==> config.mk <==
export PLATFORM = sky130hd
export DESIGN_NAME = instr_decode_stage
export DESIGN_NICKNAME = d
export VERILOG_FILES = /design/src/rtl/decode_pkg.sv /design/src/rtl/instr_field_decode.sv /design/src/rtl/instr_decode_stage.sv
export SDC_FILE = /design/constraint.sdc
export NUM_CORES = 1
export LEC_CHECK = 0
export ABC_AREA = 1
export BUFFER_PORTS_ARGS = -buffer_cell sky130_fd_sc_hd__buf_2
export CORE_ASPECT_RATIO = 0.6
export CORE_MARGIN = 8
export CORE_UTILIZATION = 55
export CTS_CLUSTER_DIAMETER = 40
export DETAILED_ROUTE_END_ITERATION = 16
export PLACE_DENSITY = 0.79
export SLEW_MARGIN = 20
export SYNTH_ARGS = -nofsm -noshare
export SYNTH_HDL_FRONTEND = slang
export SYNTH_SLANG_ARGS = --single-unit
==> constraint.sdc <==
create_clock -name clk -period 2.3 [get_ports clk]
set_input_delay 0.345 -clock clk [delete_from_list [all_inputs] [get_ports clk]]
set_output_delay 0.345 -clock clk [all_outputs]
set_load 0.01 [all_outputs]
==> src/rtl/decode_pkg.sv <==
// ---------------------------------------------------------------------------
// decode_pkg
// Shared types and constants for the RV instruction-decode stage.
//   - Base opcode localparams (bits [6:0] of the instruction word)
//   - fmt_e     : instruction format classification
//   - decoded_t : one fully decoded beat (fields, immediate, format,
//                 illegal flag and PC)
// The immediate and PC fields are held at the maximum supported width (64).
// A stage built for XLEN = 32 keeps only the low bits. Because the decoder
// sign-extends all the way to 64, truncating to 32 bits still gives the
// correct sign-extended value.
// ---------------------------------------------------------------------------
package decode_pkg;

  localparam int XLEN_MAX = 64;

  localparam logic [6:0] OPC_LOAD     = 7'b0000011;
  localparam logic [6:0] OPC_MISC_MEM = 7'b0001111;
  localparam logic [6:0] OPC_OP_IMM   = 7'b0010011;
  localparam logic [6:0] OPC_AUIPC    = 7'b0010111;
  localparam logic [6:0] OPC_STORE    = 7'b0100011;
  localparam logic [6:0] OPC_OP       = 7'b0110011;
  localparam logic [6:0] OPC_LUI      = 7'b0110111;
  localparam logic [6:0] OPC_BRANCH   = 7'b1100011;
  localparam logic [6:0] OPC_JALR     = 7'b1100111;
  localparam logic [6:0] OPC_JAL      = 7'b1101111;
  localparam logic [6:0] OPC_SYSTEM   = 7'b1110011;

  typedef enum logic [2:0] {
    FMT_R    = 3'd0,
    FMT_I    = 3'd1,
    FMT_S    = 3'd2,
    FMT_B    = 3'd3,
    FMT_U    = 3'd4,
    FMT_J    = 3'd5,
    FMT_NONE = 3'd6
  } fmt_e;

  typedef struct packed {
    logic [6:0]          opcode;
    logic [4:0]          rd;
    logic [2:0]          func3;
    logic [4:0]          rs1;
    logic [4:0]          rs2;
    logic [6:0]          func7;
    logic [XLEN_MAX-1:0] imm;
    fmt_e                fmt;
    logic                illegal;
    logic [XLEN_MAX-1:0] pc;
  } decoded_t;

  // This is the value held in the registers after reset or flush: every
  // data field is zero and the format is NONE.
  localparam decoded_t DECODED_RESET = '{
    opcode:  7'd0,
    rd:      5'd0,
    func3:   3'd0,
    rs1:     5'd0,
    rs2:     5'd0,
    func7:   7'd0,
    imm:     '0,
    fmt:     FMT_NONE,
    illegal: 1'b0,
    pc:      '0
  };

endpackage

==> src/rtl/instr_field_decode.sv <==
// ---------------------------------------------------------------------------
// instr_field_decode
// Purely combinational decode of one 32-bit RV instruction word.
// Ports:
//   i_instr   in  32         raw instruction word
//   o_decoded out decoded_t  fields, sign-extended immediate (64-bit),
//                            format, illegal flag; pc is left at 0 and
//                            is filled in by the stage
// ---------------------------------------------------------------------------
module instr_field_decode
  import decode_pkg::*;
(
  input  logic [31:0] i_instr,
  output decoded_t    o_decoded
);

  // The raw fields are always extracted. The format selects which immediate
  // layout is used. An unknown opcode falls through as NONE, flagged illegal,
  // with a zero immediate.
  always_comb begin
    o_decoded         = DECODED_RESET;
    o_decoded.opcode  = i_instr[6:0];
    o_decoded.rd      = i_instr[11:7];
    o_decoded.func3   = i_instr[14:12];
    o_decoded.rs1     = i_instr[19:15];
    o_decoded.rs2     = i_instr[24:20];
    o_decoded.func7   = i_instr[31:25];
    o_decoded.fmt     = FMT_NONE;
    o_decoded.illegal = 1'b1;
    o_decoded.imm     = '0;

    case (i_instr[6:0])
      OPC_LOAD, OPC_OP_IMM, OPC_JALR, OPC_MISC_MEM, OPC_SYSTEM: begin
        o_decoded.fmt = FMT_I;
        o_decoded.imm = {{52{i_instr[31]}}, i_instr[31:20]};
      end
      OPC_STORE: begin
        o_decoded.fmt = FMT_S;
        o_decoded.imm = {{52{i_instr[31]}}, i_instr[31:25], i_instr[11:7]};
      end
      OPC_BRANCH: begin
        o_decoded.fmt = FMT_B;
        o_decoded.imm = {{51{i_instr[31]}}, i_instr[31], i_instr[7],
                         i_instr[30:25], i_instr[11:8], 1'b0};
      end
      OPC_LUI, OPC_AUIPC: begin
        o_decoded.fmt = FMT_U;
        o_decoded.imm = {{32{i_instr[31]}}, i_instr[31:12], 12'b0};
      end
      OPC_JAL: begin
        o_decoded.fmt = FMT_J;
        o_decoded.imm = {{43{i_instr[31]}}, i_instr[31], i_instr[19:12],
                         i_instr[20], i_instr[30:21], 1'b0};
      end
      OPC_OP: begin
        o_decoded.fmt = FMT_R;
        o_decoded.imm = '0;
      end
      default: begin
        o_decoded.fmt = FMT_NONE;
        o_decoded.imm = '0;
      end
    endcase

    // Every listed opcode already ends in 2'b11. The explicit check keeps the
    // illegal flag correct even if the opcode table grows later.
    if ((o_decoded.fmt != FMT_NONE) && (i_instr[1:0] == 2'b11)) begin
      o_decoded.illegal = 1'b0;
    end else begin
      o_decoded.fmt     = FMT_NONE;
      o_decoded.illegal = 1'b1;
      o_decoded.imm     = '0;
    end
  end

endmodule

==> src/rtl/instr_decode_stage.sv <==
// ---------------------------------------------------------------------------
// instr_decode_stage
// Registered RV decode stage between fetch and register-read, built on a
// two-entry skid buffer (main + skid) so in_ready can be a register.
// Parameters:
//   XLEN   immediate/PC width (32 or 64)
//   PC_EN  1 = carry in_pc to out_pc, 0 = out_pc tied to 0
// Ports:
//   clk, rst (sync, active-high), flush (sync discard)
//   in_valid / in_ready / in_instr / in_pc     fetch-side handshake
//   out_valid / out_ready                      consumer-side handshake
//   out_pc, out_opcode, out_rd, out_func3, out_rs1, out_rs2, out_func7,
//   out_imm, out_fmt, out_illegal              decoded beat (from main)
// ---------------------------------------------------------------------------
module instr_decode_stage
  import decode_pkg::*;
#(
  parameter int XLEN  = 32,
  parameter bit PC_EN = 1'b1
) (
  input  logic            clk,
  input  logic            rst,
  input  logic            flush,
  input  logic            in_valid,
  output logic            in_ready,
  input  logic [31:0]     in_instr,
  input  logic [XLEN-1:0] in_pc,
  output logic            out_valid,
  input  logic            out_ready,
  output logic [XLEN-1:0] out_pc,
  output logic [6:0]      out_opcode,
  output logic [4:0]      out_rd,
  output logic [2:0]      out_func3,
  output logic [4:0]      out_rs1,
  output logic [4:0]      out_rs2,
  output logic [6:0]      out_func7,
  output logic [XLEN-1:0] out_imm,
  output logic [2:0]      out_fmt,
  output logic            out_illegal
);

  typedef enum logic [1:0] {
    ST_EMPTY = 2'd0,
    ST_ONE   = 2'd1,
    ST_TWO   = 2'd2
  } occ_e;

  occ_e     r_state;
  logic     r_in_ready;
  decoded_t r_main;
  decoded_t r_skid;

  decoded_t w_field;
  decoded_t w_dec;
  logic     w_accept;
  logic     w_pop;

  instr_field_decode u_field_decode (
    .i_instr   (in_instr),
    .o_decoded (w_field)
  );

  // Attach the PC to the freshly decoded word. The upper bits stay zero when
  // XLEN is narrower than the package width.
  always_comb begin
    w_dec    = w_field;
    w_dec.pc = '0;
    if (PC_EN) begin
      w_dec.pc[XLEN-1:0] = in_pc;
    end
  end

  assign w_accept = in_valid & r_in_ready;
  assign w_pop    = out_valid & out_ready;

  // This block holds the occupancy FSM and the storage. Main always holds
  // the oldest beat. When a beat arrives while main is still held, it is
  // parked in skid and moves into main on the next pop. in_ready is computed
  // from the next state, so it never depends combinationally on out_ready.
  // A flush drops everything, including a beat accepted in the same cycle.
  always_ff @(posedge clk) begin
    if (rst || flush) begin
      r_state    <= ST_EMPTY;
      r_in_ready <= 1'b1;
      r_main     <= DECODED_RESET;
      r_skid     <= DECODED_RESET;
    end else begin
      case (r_state)
        ST_EMPTY: begin
          r_in_ready <= 1'b1;
          if (w_accept) begin
            r_main  <= w_dec;
            r_state <= ST_ONE;
          end
        end
        ST_ONE: begin
          r_in_ready <= 1'b1;
          if (w_accept && !w_pop) begin
            r_skid     <= w_dec;
            r_state    <= ST_TWO;
            r_in_ready <= 1'b0;
          end else if (w_accept && w_pop) begin
            r_main <= w_dec;
          end else if (w_pop) begin
            r_state <= ST_EMPTY;
          end
        end
        ST_TWO: begin
          r_in_ready <= 1'b0;
          if (w_pop) begin
            r_main     <= r_skid;
            r_state    <= ST_ONE;
            r_in_ready <= 1'b1;
          end
        end
        default: begin
          r_state    <= ST_EMPTY;
          r_in_ready <= 1'b1;
        end
      endcase
    end
  end

  assign in_ready    = r_in_ready;
  assign out_valid   = (r_state != ST_EMPTY);
  assign out_pc      = r_main.pc[XLEN-1:0];
  assign out_opcode  = r_main.opcode;
  assign out_rd      = r_main.rd;
  assign out_func3   = r_main.func3;
  assign out_rs1     = r_main.rs1;
  assign out_rs2     = r_main.rs2;
  assign out_func7   = r_main.func7;
  assign out_imm     = r_main.imm[XLEN-1:0];
  assign out_fmt     = r_main.fmt;
  assign out_illegal = r_main.illegal;

  // When XLEN is 32, the upper halves of the stored immediate and PC are
  // intentionally left unobserved.
  if (XLEN < XLEN_MAX) begin : g_narrow
    logic w_unused_hi;
    assign w_unused_hi = ^{r_main.imm[XLEN_MAX-1:XLEN], r_main.pc[XLEN_MAX-1:XLEN]};
  end

endmodule

# Word-level counts from Yosys, hierarchy flattened
# Index checks and enable logic that the tools add are counted.
[totals]
reg_bits = 235
inputBits = 69
output_inout_bits = 102
[classes]
eq_ne = 21
n_mux = 17
n_bitwise = 2
reduce_logical = 13
[op_table]
columns = ["op", "count"]
rows = [
  ["$mux W164", 4],
  ["$pmux W164 S3", 1],
  ["$pmux W67 S6", 1],
  ["$mux W67", 1],
  ["$eq A7 B7 Y1 const B", 4],
  ["$eq A7 B6 Y1 const B", 3],
  ["$eq A7 B5 Y1 const B", 2],
  ["$mux W2", 5],
  ["$ne A3 B3 Y1 const B", 3],
  ["$ne A2 B2 Y1 const B", 4],
  ["$eq A7 B2 Y1 const B", 1],
  ["$eq A7 B4 Y1 const B", 1],
  ["$pmux W2 S3", 1],
  ["$reduce_and A5 Y1", 1],
  ["$reduce_or A5 Y1", 1],
  ["$eq A2 B2 Y1 const B", 2],
  ["$reduce_and A4 Y1", 1],
  ["$logic_and A1 B1 Y1", 3],
  ["$mux W1", 3],
  ["$reduce_bool A3 Y1", 1],
  ["$and A1 B1 Y1", 2],
  ["$eq A2 B1 Y1 const B", 1],
  ["$logic_not A2 Y1", 1],
  ["$pmux W1 S2", 1],
  ["5 further kinds", 5],
]

# Depth between registers and ports, before layout
# Gate-level depths: netlist (run 1).
[depth]
word_depth = 9
mapped_depth = 14

# Modules after synthesis
# From an unflattened synthesis (run 1), not the netlist that was laid out.
[unflattened]
hier_cells = 1613
area_unflattened_um2 = 10944.2
[modules_own_cells]
columns = ["module", "n_inst", "cells_per_inst", "area_per_inst_um2", "seq_area_each_um2"]
rows = [
  ["instr_decode_stage", 1, 1256, 8908.5, 4063.9],
  ["instr_field_decode", 1, 357, 2035.7, 0.0],
]

# Worst setup path after synthesis (run 1)
# Ideal clock, no wire load.
[synth_timing]
path_type = "flip-flop to flip-flop"
start = "register r_state[0]"
end = "register r_main, in the netlist out_imm[19]"
setup_time_ns = 0.131
arrival_ns = 1.570
required_time_ns = 2.169
path_slack_ns = 0.599
stages_incl_launch_ff = 10
n_path_buf = 3
period_less_slack_ns = 1.701
cell_sequence = "dfxtp_1 inv_1 ha_1 buf_4 inv_2 buf_2 buf_1 nand3_1 nand2_1 a21oi_2"
[synth_via]
elab_chain_cells = 6
word_cells_on_any_way = 15
classes_between = "eq/ne: 6; mux: 1; bitwise: 1; reduce/logical: 7"
[synth_rtl]
columns = ["element", "line_no", "rtl"]
rows = [
  ["start: declaration", "instr_decode_stage.sv:48", "occ_e r_state;"],
  ["start signal: assignment", "instr_decode_stage.sv:83", "r_state <= ST_EMPTY;"],
  ["start signal: assignment", "instr_decode_stage.sv:93", "r_state <= ST_ONE;"],
  ["start signal: assignment", "instr_decode_stage.sv:100", "r_state <= ST_TWO;"],
  ["$reduce_bool A2 Y1", "instr_decode_stage.sv:125", "assign out_valid = (r_state != ST_EMPTY);"],
  ["$and A1 B1 Y1", "instr_decode_stage.sv:74", "assign w_pop = out_valid & out_ready;"],
  ["$logic_not A1 Y1", "instr_decode_stage.sv:98", "if (w_accept && !w_pop) begin"],
  ["$logic_and A1 B1 Y1", "instr_decode_stage.sv:98", ""],
  ["$ne A2 B2 Y1 (no source line)", "-", ""],
  ["$reduce_and A5 Y1 (no source line)", "-", ""],
  ["end signal: assignment", "instr_decode_stage.sv:92", "r_main <= w_dec;"],
  ["end signal: assignment", "instr_decode_stage.sv:103", "r_main <= w_dec;"],
  ["end signal: assignment", "instr_decode_stage.sv:111", "r_main <= r_skid;"],
  ["end: declaration", "instr_decode_stage.sv:50", "decoded_t r_main;"],
]
# Several ways; a longest one is shown, not always the timed one.
# A chain may end at the register's enable or synchronous reset.

# Final worst setup path (run 1)
[layout_timing]
start = "register r_state[0]"
end = "register r_main, in the netlist out_imm[28]"
# The elaborated chain is that of the path after synthesis.

==> results of run 1 <==
[state kept, by name (all words and copies together), names as in the netlist]
signal       flops
out_imm         32
r_skid         100
out_rs2          5
out_func3        3
out_fmt          3
out_opcode       7
r_state          2
out_pc          32
in_ready         1
out_rd           5
out_func7        7
out_illegal      1
out_rs1          5
[kinds of logic after synthesis]
kind of cell               synth area share
buffers and inverters                0.0820
adders and majority gates           0.00558
DFF                                   0.453
and+or+nand+nor                       0.277
AOI/OAI and AO/OA                     0.183
[layout by cell type, fill, tap and decap left out, types with 3 or more instances in the layout]
master	netlist	final
a21oi_1	48	48
a31oi_1	65	65
buf_12	0	6
buf_2	33	170
buf_4	6	20
clkbuf_16	0	21
clkbuf_8	0	4
clkinv_2	0	6
clkinvlp_4	0	3
dfxtp_1	203	203
ha_1	4	3
inv_1	40	40
inv_2	28	26
nand2_1	269	269
nand2_2	7	7
nand2_4	3	3
nand3_1	76	76
nand3_2	8	8
nand4_1	21	21
nor2_1	197	196
nor2_4	2	4
o211ai_1	33	33
o21ai_0	123	123
o21ai_1	18	18
[where the power goes]
group	leakage (nW)	total (W)	internal, W	switching, W
combinational	3.11	0.00155	0.000504	0.00105
sequential	1.65	0.00381	0.00371	0.0000990
clock	0.327	0.00326	0.00183	0.00143
[area by class of cell]
| class | count | area (um^2) |
|---|---|---|
| diodes | 2 | 5.00 |
| inverters | 70 | 268 |
| repair buffers | 196 | 1120 |
| flip-flops and latches | 203 | 4060 |
| clock inverters | 12 | 81.3 |
| well taps | 209 | 262 |
| clock buffers | 26 | 584 |
| multi-input cells | 883 | 4190 |
| fillers | 1409 | 5510 |
[worst max-delay path, cell delays in order (launching register included)]
cell      delay, ns
dfxtp_1        0.32
inv_1          0.10
ha_2           0.25
inv_4          0.05
nand2_2        0.08
o211ai_2       0.12
nand2_4        0.10
buf_4          0.58
nor2_1         0.10
nand2_1        0.09
a21oi_1        0.06
[worst min path at each step]
stage / cells after the start / end / from
floorplan: 2 / r_skid[67] / r_skid[67]
global placement: 2 / r_skid[67] / r_skid[67]
detailed placement: 2 / out_imm[12] / out_imm[12]
CTS: 3 / r_skid[2] / in_pc[2]
global route: 3 / r_skid[9] / in_pc[9]
finish: 3 / r_skid[2] / in_pc[2]
[cell usage after synthesis, drive strengths merged]
master / number / share of area
nand4: 23 / 0.017
ha: 4 / 0.0056
o21ai: 142 / 0.080
inv: 68 / 0.028
clkbuf: 49 / 0.020
clkinv: 2 / 0.00084
buf: 48 / 0.032
o211ai: 34 / 0.029
nor2: 202 / 0.087
dfxtp: 203 / 0.45
a31oi: 65 / 0.045
nand2: 279 / 0.12
nand3: 84 / 0.051
a21oi: 50 / 0.029
[metrics by stage]
step | hold slack, ns | worst slack [ns] | power, W | util
2_1_floorplan | 0.437 | 0.599 | 0.00489 | -
3_3_place_gp | 0.450 | 0.359 | 0.00539 | 0.616
3_5_place_dp | 0.453 | 0.309 | 0.00543 | 0.616
4_1_cts | 0.0727 | 0.292 | 0.00866 | 0.657
5_1_grt | 0.0894 | 0.0875 | 0.00903 | 0.658
6_report | 0.0818 | 0.258 | 0.00862 | 0.658
[layer usage]
layer / up-vias / global-route usage
met3: 24 / 0.0713
met1: 4061 / 0.340
met2: 338 / 0.365
li1: 4407 / -
met5: - / 0
met4: 0 / 0.0493
==> results.cfg, run 1 <==
[placed_design]
port_buffers = 170
dpl.hpwl_mm = 17.4
place_area_mm2 = 0.00990
gp_congestion = 0.831
place_inst = 1561

[die]
row_count = 36
io_pins = 171
start_util = 0.558
die_h_um = 115
core-area_mm2 = 0.0161
die_w_um = 181
die-area_mm2 = 0.0208

[clock_network]
clkSinkCount = 203
cts_tree = built
cts-resized-gates = 0
htreeDepth = 1
post_cts_buffers = 0
path_clk_slew_ns = 0.06
cts_root_buffer = clkbuf_16
holdBufCountCts = 0
clk_latency_ns = 0.50
cts_buffers = 21
clock_path_buffers = 3

[final_layout]
drive_above_1_share = 0.210
synthToLayoutAreaGrowth_pct = 17.8
final_net_count = 1448
instances_no_fill = 1601
design_area_mm2 = 0.0106

[critical_path]
critPathMaxFanout = 68
critPathCaptureType = flip-flop
startpoint = r_state[0]
crit_path_end = out_imm[28]
rr_worst_depth = 10
start_kind = flip-flop
timing.rr.end = out_imm[28]
critical_path_class = reg -> reg
cp.required_ns = 2.65
rrSetupSlack_ns = 0.26
arrival_ns = 2.39
r2r-start = r_state[0]

[detailed_routing]
dr.pass1.iters = 5
route.detailed.drc = 0
drt_iter0_drc = 948
top_layer_used = met4
route.met2.wl_mm = 11.0
avgRoutedWirePerCell_um = 16.2
wl_met3_mm = 2.51
ant_nets = 0
avgViaCountPerCell = 5.52
vias = 8830
met1_length_mm = 12.1
routed_wl_mm = 25.9

[sta]
rsz0062_at_grt = no
tns_ns = 0
setup_viol = 0
maxSlewHeadroom = 0.446
finalCritPeriodShare = 0.888
tightest_slew_ns = 0.831
hold_viol = 0
timing.final.crit_period_ns = 2.04
finClkSkew_ns = 0.0169
slew_violations = 0
fmax_mhz = 490

[pwr]
powerDensity_mw_per_mm2 = 815
leakage_nw = 5.09
ir_worst_vdd_mv = 0.444

[synth]
avgSynthCellArea_um2 = 7.16
netlist_area_mm2 = 0.00897
ys_types = 28
synth_seq_cells = 203
synth_nets = 1326
yosysWarnings = 0
synth.yosys.seq_area_share = 0.453
syn_inst = 1253

[grt]
gr-usage-all-layers = 0.242
grt_overflow = 0
grt_pass1_wl_mm = 42.3
antenna_found_initial = 2
grt_pass1_vias = 8234
grt_max_degree = 77

[run]
maxCapViolCount = 0

[min_path]
hp-class = in -> reg

[run_status]
status = complete, no violations
(Power assumes the default switching activity.)
==> inputs of run 2 (changes only) <==
MAX_ROUTING_LAYER = met4   (was unset)
==> run 2 against run 1 <==
Clock skew fell by 0.0043 ns. Routed wire length is 0.27% lower. Power grew 0.95%. Worst hold slack better by 0.014 ns. Cell count decreased by 0.44%. Non-clock buffer count fell by 2. Clock power grew 3%. Critical path depth fell by 1. First-iteration DRC count increased by 11%. Largest cell class unchanged.
==> results.cfg, run 2 (synthesis results as in run 1) <==
[pwr]
seqPwrFrac = 0.438
p_clk_frac = 0.386
p_int_w = 0.00620
netSwitchingPower_w = 0.00251
leakage_nw = 5.08
combPwrFrac = 0.176
sw_frac_of_total = 0.288
powerDensity_mw_per_mm2 = 824
ir_worst_vdd_mv = 0.492

[clock_network]
clkSinkCount = 203
cts_root_buffer = clkbuf_16
clk_latency_ns = 0.49
cts_tree = built
clock_path_buffers = 3
htreeDepth = 1
cts-resized-gates = 0
cts_buffers = 20
holdBufCountCts = 0
post_cts_buffers = 0
path_clk_slew_ns = 0.06

[final_layout]
final_common_cell = nand2_1
fin_util = 0.657
synthToLayoutAreaGrowth_pct = 17.7
regMostFlops = r_skid
drive_above_1_share = 0.204
largest_reg_flops = 100
diodes = 0
multi_input_area_mm2 = 0.00419
fillerInstances = 1435
final_net_count = 1445
final_cell_mix = 269 x nand2_1, 203 x dfxtp_1, 196 x nor2_1, 170 x buf_2, 123 x o21ai_0
ff_latch_area_mm2 = 0.00406

[critical_path]
start_kind = flip-flop
critPathCaptureType = flip-flop
path_cells = inv_1 -> ha_2 -> inv_4 -> nand2_2 -> o211ai_2 -> nand2_4 -> buf_4 -> nand2_1 -> a21oi_2
critPathMaxFanout = 68
critical_path_class = reg -> reg
arrival_ns = 2.50
slowest_stage = buf_4
rr_worst_depth = 9
cp.required_ns = 2.72
critPathMaxStageDelay_ns = 0.56

[die]
die_w_um = 181
core-area_mm2 = 0.0161
die_h_um = 115
die-area_mm2 = 0.0208
io_pins = 171
row_count = 36
start_util = 0.558

[grt]
grt_pass1_wl_mm = 41.8
grt_max_degree = 132
antenna_found_initial = 0
grt_pass1_vias = 8138
grt_overflow = 0
gr-usage-all-layers = 0.246

[sta]
setup_viol = 0
hold_viol = 0
finalCritPeriodShare = 0.905
finClkSkew_ns = 0.0127
rsz0062_at_grt = no
timing.final.crit_period_ns = 2.08
tightest_slew_ns = 0.739
tns_ns = 0
slew_violations = 0
maxSlewHeadroom = 0.507
fmax_mhz = 480

[detailed_routing]
vias = 8931
routed_wl_mm = 25.9
avgRoutedWirePerCell_um = 16.2
drt_iter0_drc = 1051
avgViaCountPerCell = 5.60
route.detailed.drc = 0
dr.pass1.iters = 5
ant_nets = 0

[min_path]
hp-class = in -> reg
min_path_cells = 3

[placed_design]
gp_congestion = 0.871
port_buffers = 170
dpl.hpwl_mm = 16.8

[run]
maxCapViolCount = 0

[run_status]
status = complete, no violations
## run 2: worst max-delay path: cells and delay by family (launching register included)
family	cells	cell delay (ns)
DFF	1	0.33
AOI/OAI and AO/OA	2	0.31
buffers and inverters	3	0.72
adders and majority gates	1	0.25
and+or+nand+nor	3	0.36
## run 2: cell type report
class | instances | share of cell area
clock buffers | 29 | 0.0555
clock inverters | 6 | 0.00794
inverters | 70 | 0.0254
multi-input cells | 883 | 0.397
flip-flops and latches | 203 | 0.385
well taps | 209 | 0.0248
repair buffers | 194 | 0.105
## run 2: metal layers
metal	track usage	vias up	share of wire
li1	-	4405	-
met1	0.340	4128	0.47
met2	0.352	358	0.41
met3	0.0660	40	0.091
met4	0.0592	0	0.021
met5	-	-	0
## run 2: path summary, 6_finish.rpt
| path | start | to | slack (ns) |
|---|---|---|---|
| setup reg to reg | r_state[0] | out_imm[19] | 0.22 |
| hold reg to reg | out_imm[27] | out_imm[27] | 0.46 |
| setup / recovery | r_state[0] | out_imm[19] | 0.22 |
| hold / removal | in_pc[18] | r_skid[18] | 0.1 |
## run 2: power groups by stage
stage,registers (W),logic [W],clock network (W)
final,0.00381,0.00154,0.00336
after global routing,0.00383,0.00170,0.00356
after CTS,0.00381,0.00153,0.00340
after detailed placement,0.00388,0.00152,0
after global placement,0.00388,0.00149,0
after floorplan,0.00394,0.000954,0
## run 2: through the flow
stage          area [um^2]  setup slack, ns  power [W]  hold WS [ns]  cells
2_1_floorplan         8970            0.599    0.00489         0.437   1253
3_5_place_dp          9890            0.263    0.00540         0.452   1559
5_1_grt              10600           0.0885    0.00910        0.0973   1594
6_report             10600            0.218    0.00870        0.0962   1594
4_1_cts              10600            0.230    0.00874        0.0848   1594
3_3_place_gp          9890            0.372    0.00537         0.451   1559
